$ cat src/rtl/satatrn_txmux.sv
// satatrn_txmux: round-robin FIS source mux with data-FIS header insertion
// and a per-FIS payload limit, behind a single registered output stage.
module satatrn_txmux #(
  parameter int NIN          = 3,
  parameter int DW           = 32,
  parameter int DATA_CHAN    = NIN - 1,
  parameter int LGMAXFIS     = 11,
  parameter bit OPT_LOWPOWER = 1'b0
) (
  input  logic                   i_clk,
  input  logic                   i_reset,
  input  logic                   i_txgate,
  input  logic [NIN-1:0]         s_valid,
  output logic [NIN-1:0]         s_ready,
  input  logic [NIN-1:0]         s_last,
  input  logic [NIN*DW-1:0]      s_data,
  output logic                   o_valid,
  input  logic                   i_ready,
  output logic                   o_last,
  output logic [DW-1:0]          o_data,
  output logic [$clog2(NIN)-1:0] o_chan,
  output logic                   o_busy
);
  localparam int CW = $clog2(NIN);
  localparam logic [DW-1:0] HDR_WORD = DW'(8'h46);
  localparam logic [LGMAXFIS:0] CNT_END =
    {1'b0, {LGMAXFIS{1'b1}}};

  typedef enum logic [1:0] {IDLE, HDR, PASS} state_t;

  state_t            state;
  logic [CW-1:0]     last_g;
  logic [CW-1:0]     pick;
  logic [CW-1:0]     cur;
  logic [LGMAXFIS:0] cnt;
  logic [NIN-1:0]    elig;
  logic              found;
  logic              slot_free;
  logic              grant;
  logic              is_data;
  logic              go;
  logic              accept;
  logic              beat_last;
  logic              load;
  logic              sel_v;
  logic              sel_l;
  logic [DW-1:0]     sel_d;
  logic [DW-1:0]     ld_data;
  logic              ld_last;
  int                best;
  int                off;

  // Rotate so the channel after the last grant has distance 0.
  always_comb begin
    elig  = '0;
    pick  = '0;
    found = 1'b0;
    best  = NIN;
    off   = 0;
    for (int k = 0; k < NIN; k++) begin
      elig[k] = s_valid[k] &&
                ((k != DATA_CHAN) || i_txgate);
      off = (k + NIN - 1 - int'(last_g)) % NIN;
      if (elig[k] && (off < best)) begin
        best  = off;
        pick  = CW'(k);
        found = 1'b1;
      end
    end
  end

  assign slot_free = !o_valid || i_ready;
  assign cur       = (state == IDLE) ? pick : o_chan;
  assign is_data   = (cur == CW'(DATA_CHAN));
  assign grant     = (state == IDLE) && found
                     && slot_free;

  always_comb begin
    sel_v = 1'b0;
    sel_l = 1'b0;
    sel_d = '0;
    for (int k = 0; k < NIN; k++) begin
      if (cur == CW'(k)) begin
        sel_v = s_valid[k];
        sel_l = s_last[k];
        sel_d = s_data[k*DW +: DW];
      end
    end
  end

  always_comb begin
    go = 1'b0;
    unique case (state)
      IDLE:    go = grant && !is_data;
      PASS:    go = slot_free;
      default: go = 1'b0;
    endcase
    s_ready = '0;
    for (int k = 0; k < NIN; k++)
      s_ready[k] = go && (cur == CW'(k));
  end

  assign accept    = go && sel_v;
  assign beat_last = sel_l ||
                     (is_data && (cnt == CNT_END));
  assign load      = accept ||
                     ((state == HDR) && slot_free);
  assign ld_data   = (state == HDR) ? HDR_WORD : sel_d;
  assign ld_last   = (state == HDR) ? 1'b0 : beat_last;

  always_ff @(posedge i_clk or posedge i_reset) begin
    if (i_reset) begin
      state   <= IDLE;
      last_g  <= CW'(NIN - 1);
      o_chan  <= '0;
      o_busy  <= 1'b0;
      cnt     <= '0;
      o_valid <= 1'b0;
      o_last  <= 1'b0;
      o_data  <= '0;
    end else begin
      unique case (state)
        IDLE: begin
          if (grant) begin
            last_g <= pick;
            o_chan <= pick;
            if (is_data) begin
              state  <= HDR;
              o_busy <= 1'b1;
            end else if (!sel_l) begin
              state  <= PASS;
              o_busy <= 1'b1;
            end
          end
        end
        HDR: begin
          if (slot_free) begin
            cnt   <= '0;
            state <= PASS;
          end
        end
        PASS: begin
          if (accept) begin
            cnt <= cnt + 1'b1;
            if (beat_last) begin
              state  <= IDLE;
              o_busy <= 1'b0;
            end
          end
        end
        default: state <= IDLE;
      endcase

      if (load) begin
        o_valid <= 1'b1;
        o_data  <= ld_data;
        o_last  <= ld_last;
      end else if (slot_free) begin
        o_valid <= 1'b0;
        if (OPT_LOWPOWER) begin
          o_data <= '0;
          o_last <= 1'b0;
        end
      end
    end
  end
endmodule

$ cat config.mk
export PLATFORM = sky130hd
export DESIGN_NAME = satatrn_txmux
export DESIGN_NICKNAME = d
export VERILOG_FILES = /design/src/rtl/satatrn_txmux.sv
export SDC_FILE = /design/constraint.sdc
export NUM_CORES = 1
export LEC_CHECK = 0
export BUFFER_PORTS_ARGS = -buffer_cell sky130_fd_sc_hd__buf_2
export CAP_MARGIN = 5
export CORE_AREA = 2 2 140 74
export DETAILED_ROUTE_END_ITERATION = 10
export DIE_AREA = 0 0 142 76
export GPL_TIMING_DRIVEN = 1
export MAX_ROUTING_LAYER = met4
export PLACE_DENSITY = 0.86
export SLEW_MARGIN = 40
export SYNTH_ARGS = -nofsm -noshare
export SYNTH_HDL_FRONTEND = slang
export SYNTH_SLANG_ARGS = --single-unit
export TNS_END_PERCENT = 20
$ cat constraint.sdc
create_clock -name i_clk -period 18.1 [get_ports i_clk]
set_input_delay 2.715 -clock i_clk [delete_from_list [all_inputs] [get_ports i_clk]]
set_output_delay 2.715 -clock i_clk [all_outputs]
set_load 0.1 [all_outputs]
==> results of run 1 <==
==> state kept, by name, summed over array words and instances, names as in the netlist <==
| register | count |
|---|---|
| state | 2 |
| cnt | 12 |
| o_last | 1 |
| o_busy | 1 |
| o_chan | 2 |
| o_valid | 1 |
| o_data | 32 |
| last_g | 1 |
==> cell families after synthesis <==
family / count (synthesis) / share of synthesized area [%]
buf+inv: 74 / 7.60
mux: 73 / 13.5
simple gates: 241 / 22.0
fa+ha+maj: 19 / 4.33
flops: 52 / 23.7
compound gates: 206 / 28.4
xor+xnor: 3 / 0.478
==> layout make-up <==
class / count / area share (%)
well taps: 126 / 2.51
clock buffers: 6 / 2.05
inverters: 23 / 1.42
repair buffers: 149 / 12.0
diodes: 1 / 0.0399
multi-input cells: 542 / 61.1
clock inverters: 1 / 0.0797
flip-flops and latches: 52 / 20.8
==> metal layers <==
layer / part of all wire [%] / vias up / global-route usage [%] / wire length, microns
met2: 42 / 358 / 45.1 / 7340
met5: 0 / - / - / 0
met3: 11 / 47 / 9.68 / 1950
met4: 2.0 / 0 / 8.60 / 350
li1: - / 2721 / - / -
met1: 45 / 2813 / 46.0 / 7810
==> worst paths after layout <==
path | end | slack (ns) | cells after the start
min | cnt[4] | 0.49 | 1
max reg2reg | o_data[24] | 7.02 | 34
max in group asynchronous | o_valid | 15.13 | 2
max | s_ready[1] | 4.41 | 33
min in group asynchronous | cnt[3] | 2.52 | 2
min reg2reg | cnt[4] | 0.49 | 1
==> layout by cell type, fill, tap and decap left out, types with 8 or more instances in the layout <==
| cell | count |
|---|---|
| buf_2 | 145 |
| nand2_1 | 78 |
| mux2i_1 | 70 |
| dfrtp_1 | 51 |
| nor2_1 | 43 |
| a21oi_1 | 31 |
| a2bb2oi_1 | 30 |
| o21ai_0 | 26 |
| nand3_1 | 21 |
| inv_1 | 20 |
| nor3_1 | 17 |
| ha_1 | 16 |
| o211ai_1 | 14 |
| and2_1 | 11 |
| or3_1 | 11 |
| a211oi_1 | 10 |
| nand4_1 | 10 |
| o31ai_1 | 9 |
| a31oi_1 | 9 |
| a21o_1 | 8 |
==> per-stage QoR <==
stage / instances / hold slack [ns] / area, sq um
2_1_floorplan: 668 / 0.453 / 5500
3_3_place_gp: 892 / 0.472 / 6090
3_5_place_dp: 892 / 0.474 / 6110
4_1_cts: 899 / 0.488 / 6240
5_1_grt: 900 / 0.530 / 6280
6_report: 900 / 0.491 / 6280
==> results.md, run 1 <==
* Outcome: complete, no violations
* FF+latch count, synth at 52
* Area leader, netlist: dfrtp_1
* Vias per cell at 6.60
* Hold_buf cts at 0
* Drt pass-1 iters at 5
* Synth Flop Type: dfrtp_1
* # clock sinks at 52
* Post-CTS sizing at 0
* Die height at 76 microns
* Hold Violations, Final at 0
* Layout net count at 898
* Gate Count Post-Synth at 668
* Final core occ at 64.5%
* Area grow syn2layout at 14.2%
* Vias in the first global route at 5,436
* Final Skew at 0.00433 ns
* Most Frequent Cell on Critical Path: nor2_1
* Async set or reset register ratio after synthesis at 100%
* Core area at 0.00973 sq mm
* Worst-Skew Late Latency at 0.30 ns
* Yosys warnings at 0
* CP endpoint kind: primary output
* Hold Crit Class: register to register
* Initial DRC count at 724
* Crit path buf inv count at 3
* Critical Path RT at 15.39 ns
* Netlist Area Pre-Place at 0.00550 sq mm
* Critical Path AT at 10.98 ns
* Setup WS post-layout at 4.41 ns
* Routed len/inst at 19.4 microns
* Multi-input gate area at 0.00383 sq mm
* Die area at 0.0108 sq mm
* Placer Congestion at 1.07
* Drt total wl at 17.5 mm
* Via count at 5,939
* Initial Utilization at 56.5%
* Delay-heaviest family, CP: simple AND/OR/NAND/NOR gates
* Setup bufs post-CTS at 0
* Net Count, Synth at 793
* PortBufs at 145
* Synth unique cells at 93
* Worst-path clk slew at 0.07 ns
* Hold path startpoint: cnt[4]
* Antenna violations before repair at 1
* Count leader, synth: nand2_1
* Total gr overflow at 0
* CTS tree: yes
* Slew Viols, Final at 0
* Row cnt at 26
* Post-synth top area share at 23.2%
* Drt drc at 0
* Period minus WS final at 13.69 ns
* Worst slew margin at 44.4%
* Startpoint types: register
* Slowest stage cell, crit path: ha_2
* All-layer global routing usage at 32.5%
* Htree depth at 2
* WS Path Type: register to primary output
* Pre-CTS setup slack at 4.28 ns
* Syn avg cell area at 8.23 sq um
* Clock Tree Buf Depth at 2
* Top Ports at 146
* RSZ-0062 raised after global routing: false
* Endpoints failing setup at 0
* Worst r2r src: o_chan[0]
* DRT antenna net count at 0
* Max incr delay on CP at 0.59 ns
* Max-capacitance violation count at 0
* Fillers at 778
* Clk root buf: clkbuf_16
* FF/Latch Area at 0.00130 sq mm
* Synth area leaders: dfrtp_1 (23%), mux2i_1 (13%), nand2_1 (5.3%), a2bb2oi_1 (4.8%), ha_1 (4.3%)
* Crit path launch: o_chan[0]
* Crit Path Max Fanout at 39
* Period utilisation layout at 75.7%
* First-pass GRT wire length at 27.5 mm
* Die X-Extent at 142 microns
* Fmax at 73.0 MHz
* Layout cells sized above 1 at 25.1%
* Worst Max-Slew Pin Slew at 0.827 ns
* Total negative slack at 0 ns
* CTS buffer count at 5
* Pin count of the biggest net entering global routing at 53
* DP Wirelength at 13.0 mm
* Ranking of synthesized cells by instance count: nand2_1 (78), mux2i_1 (70), dfrtp_1 (51), nor2_1 (44), a21oi_1 (31)
* Post-synth EDFFs at 0
* Share of the yosys chip area belonging to registers at 23.7%
Power of run 1 is left out: the tool's default activity adds up to more than one toggle a clock period on the data nets, which glitch-free logic cannot reach.
==> run 2, diff against run 1 <==
--- a/config.mk
+++ b/config.mk
@@ -7,12 +7,12 @@
 export LEC_CHECK = 0
 export BUFFER_PORTS_ARGS = -buffer_cell sky130_fd_sc_hd__buf_2
 export CAP_MARGIN = 5
-export CORE_AREA = 2 2 140 74
+export CORE_AREA = 2 2 153 80
 export DETAILED_ROUTE_END_ITERATION = 10
-export DIE_AREA = 0 0 142 76
+export DIE_AREA = 0 0 155 82
 export GPL_TIMING_DRIVEN = 1
 export MAX_ROUTING_LAYER = met4
-export PLACE_DENSITY = 0.86
+export PLACE_DENSITY = 0.77
 export SLEW_MARGIN = 40
 export SYNTH_ARGS = -nofsm -noshare
 export SYNTH_HDL_FRONTEND = slang
==> constraint.sdc (replaced) <==
create_clock -name i_clk -period 11.8 [get_ports i_clk]
set_input_delay 1.77 -clock i_clk [delete_from_list [all_inputs] [get_ports i_clk]]
set_output_delay 1.77 -clock i_clk [all_outputs]
set_load 0.1 [all_outputs]
==> results.md, run 2 (same netlist as run 1, synthesis figures left out) <==
* Hold Crit Class: register to register
* Hold endpoint: cnt[4]
* WS Path Type: register to primary output
* Most common cell after layout, fill and taps aside: buf_2
* Startpoint types: register
* Slowest stage cell, crit path: dfrtp_1
* Delay-heaviest family, CP: compound AO/OA/AOI/OAI gates
* R2r setup slk at 1.95 ns
* Initial Utilization at 48.0%
* Worst r2r src: o_chan[0]
* PortBufs at 145
* Most frequent cells in the layout: buf_2 (142), nand2_1 (78), mux2i_1 (70), dfrtp_1 (51), nor2_1 (42)
* DRT antenna net count at 0
* Total gr overflow at 0
* Worst Max-Slew Pin Slew at 0.827 ns
* Area grow syn2layout at 18.1%
* Drt total wl at 17.4 mm
* Clock Tree Buf Depth at 2
* Final core occ at 56.7%
* Drt pass-1 iters at 5
* Drt drc at 0
* CTS buffer count at 5
* Slew Viols, Final at 0
* Setup bufs post-CTS at 0
* # clock sinks at 52
* Via count at 5,723
* Worst slew margin at 44.3%
* Worst-path clk slew at 0.07 ns
* Largest register by flop count: o_data
* Max incr delay on CP at 0.55 ns
* First-pass GRT wire length at 26.5 mm
* Critical Path AT at 9.33 ns
* Period utilisation layout at 94.1%
* Period minus WS final at 11.10 ns
* Routed len/inst at 18.5 microns
* Layout cells sized above 1 at 26.3%
* Layout net count at 911
* Top Ports at 146
* Crit path buf inv count at 5
* Biggest regs: o_data: 32 flops, cnt: 12 flops
* Post-CTS sizing at 0
* Fmax at 90.1 MHz
* Clk root buf: clkbuf_16
* Count of cells along the worst hold path at 1
* FF-to-FF End: o_valid
* Max reg flops at 32
* Core area at 0.0115 sq mm
* DP Wirelength at 13.3 mm
* Max-capacitance violation count at 0
* Vias per cell at 6.11
* Worst-case reg-to-reg path depth at 36
* Initial DRC count at 645
* CP endpoint kind: primary output
* Hold Violations, Final at 0
* All-layer global routing usage at 27.1%
* Row cnt at 28
* Die height at 82 microns
* # diodes at 0
* Outcome: complete, no violations
* Die X-Extent at 155 microns
* Hold_buf cts at 0
* Htree depth at 2
* Final Skew at 0.00521 ns
* CTS tree: yes
* Pin count of the biggest net entering global routing at 53
* Antenna violations before repair at 0
* Die area at 0.0127 sq mm
* Fillers at 1,042
* Worst-Skew Late Latency at 0.29 ns
* Crit Path Max Fanout at 28
* Placer Congestion at 1.02
* Hold path startpoint: cnt[4]
* Finished Layout Cells at 937
* Placed Cells at 929
* Critical Path RT at 10.03 ns
* Vias in the first global route at 4,945
* Endpoints failing setup at 0
## run 2: cell count changes in the layout (fill, tap and decap cells not counted), moves of 3 or more
cell	delta
buf_4	+13
ha_1	+3
buf_12	+3
buf_2	-3
ha_2	-3
## run 2: worst reg2reg max path: cells and delay by family (launching register included)
family          cells  cell delay, ns
compound gates     12            2.85
fa+ha+maj           3            0.90
buf+inv             7            1.96
flops               1            0.55
mux                 2            0.53
simple gates       12            2.93
## run 2: area by class of cell
class,count,area [sq um],share of cell area [%]
clock buffer,6,129,1.99
clock inverter,2,35.0,0.540
inverter,23,86.3,1.33
multi-input combinational,542,3850,59.3
sequential,52,1300,20.1
tap,150,188,2.89
timing repair buffer,162,898,13.8
## run 2: worst max-delay path by stage
stage / startpoint / endpoint / cells past startpoint
3_5_place_dp: o_chan[0] / s_ready[1] / 35
2_1_floorplan: o_chan[0] / s_ready[0] / 35
6_report: o_chan[0] / s_ready[1] / 36
4_1_cts: o_chan[0] / s_ready[1] / 35
3_3_place_gp: o_chan[0] / s_ready[1] / 35
5_1_grt: o_chan[0] / s_ready[2] / 36
## run 2: per-stage QoR
step | cell area (sq um) | TNS (ns) | hold WS [ns] | setup slack (ns)
final | 6490 | 0 | 0.487 | 0.702
after global routing | 6490 | -0.0375 | 0.518 | -0.0375
after CTS | 6430 | 0 | 0.493 | 0.349
after detailed placement | 6270 | 0 | 0.478 | 0.692
after global placement | 6260 | 0 | 0.476 | 1.04
after floorplan | 5500 | 0 | 0.453 | 0.210
## run 2: metal layers
metal  GRT usage, %  wire length (microns)  up-vias
met5              -                      0        -
li1               -                      -     2729
met2           33.4                   6780      292
met3           7.49                   1950        6
met4           2.04                     59        0
met1           43.3                   8580     2696
Power of run 2 is left out for the same reason.
==> run 3, diff against run 2 <==
--- a/config.mk
+++ b/config.mk
@@ -7,13 +7,14 @@
 export LEC_CHECK = 0
 export BUFFER_PORTS_ARGS = -buffer_cell sky130_fd_sc_hd__buf_2
 export CAP_MARGIN = 5
-export CORE_AREA = 2 2 153 80
+export CORE_AREA = 2 2 152 80
+export CTS_BUF_LIST = sky130_fd_sc_hd__clkbuf_4 sky130_fd_sc_hd__clkbuf_8
 export DETAILED_ROUTE_END_ITERATION = 10
-export DIE_AREA = 0 0 155 82
+export DIE_AREA = 0 0 154 82
 export GPL_TIMING_DRIVEN = 1
 export MAX_ROUTING_LAYER = met4
-export PLACE_DENSITY = 0.77
-export SLEW_MARGIN = 40
+export PLACE_DENSITY = 0.78
+export SLEW_MARGIN = 20
 export SYNTH_ARGS = -nofsm -noshare
 export SYNTH_HDL_FRONTEND = slang
 export SYNTH_SLANG_ARGS = --single-unit
==> results.md, run 3 (same netlist as run 1, synthesis figures left out) <==
* Initial Utilization at 48.3%
* Slowest stage cell, crit path: dfrtp_1
* Via count at 5,784
* Placer Congestion at 1.02
* Endpoints failing setup at 0
* Delay-heaviest family, CP: compound AO/OA/AOI/OAI gates
* Max reg flops at 32
* Drt total wl at 17.1 mm
* Hold path startpoint: cnt[4]
* Final Skew at 0.0105 ns
* Final core occ at 56.5%
* Total gr overflow at 0
* Placed cell area at 0.00626 sq mm
* Most common cell after layout, fill and taps aside: buf_2
* Vias per cell at 6.15
* Period utilisation layout at 94.4%
* Period minus WS final at 11.14 ns
* Slew Viols, Final at 0
* # clock sinks at 52
* Worst r2r src: o_chan[0]
* Count of cells along the worst hold path at 1
* Worst Max-Slew Pin Slew at 0.964 ns
* Worst-case reg-to-reg path depth at 36
* Layout cells sized above 1 at 26.5%
* Largest register by flop count: o_data
* CTS tree: yes
* Layout net count at 914
* Most frequent cells in the layout: buf_2 (142), nand2_1 (78), mux2i_1 (70), dfrtp_1 (51), nor2_1 (43)
* Antenna violations before repair at 0
* Final instance area at 0.00643 sq mm
* PortBufs at 145
* All-layer global routing usage at 26.3%
* DP Wirelength at 13.2 mm
* Max incr delay on CP at 0.56 ns
* CTS buffer count at 5
* First-pass GRT wire length at 25.9 mm
* Row cnt at 28
* Die X-Extent at 154 microns
* Hold endpoint: cnt[4]
* Clock Tree Buf Depth at 2
* Critical Path RT at 10.03 ns
* Vias in the first global route at 4,810
* Worst-path clk slew at 0.09 ns
* Fmax at 89.8 MHz
* Initial DRC count at 686
* Outcome: complete, no violations
* CP endpoint kind: primary output
* Crit path buf inv count at 3
* # diodes at 0
* Worst-Skew Late Latency at 0.31 ns
* Top Ports at 146
* Worst slew margin at 35.3%
* Drt drc at 0
* Max-capacitance violation count at 0
* Die height at 82 microns
* Clk root buf: clkbuf_8
* Core area at 0.0114 sq mm
* R2r setup slk at 1.83 ns
* FF-to-FF End: o_data[14]
* Routed len/inst at 18.1 microns
* DRT antenna net count at 0
* Pin count of the biggest net entering global routing at 53
* Startpoint types: register
* Area grow syn2layout at 17.0%
* Biggest regs: o_data: 32 flops, cnt: 12 flops
* Hold_buf cts at 0
* Htree depth at 2
* Hold Crit Class: register to register
* Critical Path AT at 9.37 ns
* Die area at 0.0126 sq mm
* Hold Violations, Final at 0
* Crit Path Max Fanout at 28
* Drt pass-1 iters at 6
* WS Path Type: register to primary output
## run 3: cell count changes in the layout (fill, tap and decap cells not counted), sizes merged
| cell | previous run | this run |
|---|---|---|
| buf | 162 | 165 |
| clkbuf | 6 | 7 |
| clkinv | 1 | 0 |
| bufinv | 1 | 0 |
| clkinvlp | 0 | 1 |
## run 3: worst reg2reg max path, delay by kind of cell (launching register included)
family          cells  cell delay [ns]
flops               1             0.56
compound gates     16             4.28
buf+inv             3             1.01
simple gates       13             2.90
mux                 1             0.25
fa+ha+maj           3             0.93
## run 3: layout make-up
| type | instances | area, sq um |
|---|---|---|
| fill | 1008 | 4950 |
| multi-input combinational | 542 | 3840 |
| sequential | 52 | 1300 |
| timing repair buffer | 165 | 921 |
| tap | 150 | 188 |
| clock buffer | 7 | 90.1 |
| inverter | 23 | 86.3 |
| clock inverter | 1 | 7.51 |
## run 3: metal layers
metal,track usage (%),wire length (microns)
met2,33.0,6740
met1,41.9,8300
met5,-,0
met3,6.86,1890
met4,1.78,120
## run 3: how the worst max path moves through the flow
stage / startpoint / endpoint / depth (start not counted)
2_1_floorplan: o_chan[0] / s_ready[0] / 35
3_3_place_gp: o_chan[0] / s_ready[1] / 34
3_5_place_dp: o_chan[0] / s_ready[1] / 34
4_1_cts: o_chan[0] / s_ready[1] / 34
5_1_grt: o_chan[0] / s_ready[1] / 34
6_report: o_chan[0] / s_ready[1] / 34
## run 3: timing repair
item	4_1_cts	5_1_grt
endpoints found under the hold margin	0	0
setup buffers	0	3
resized for setup	0	8
setup endpoints to repair	0	3
## run 3: metrics by stage
step,setup slack [ns],TNS (ns),cells,hold WS [ns]
after global placement,0.968,0,929,0.477
after floorplan,0.210,0,668,0.453
after global routing,-0.0359,-0.0359,940,0.531
final,0.664,0,940,0.494
after detailed placement,0.704,0,929,0.477
after CTS,0.356,0,937,0.494
Power of run 3 is left out for the same reason.
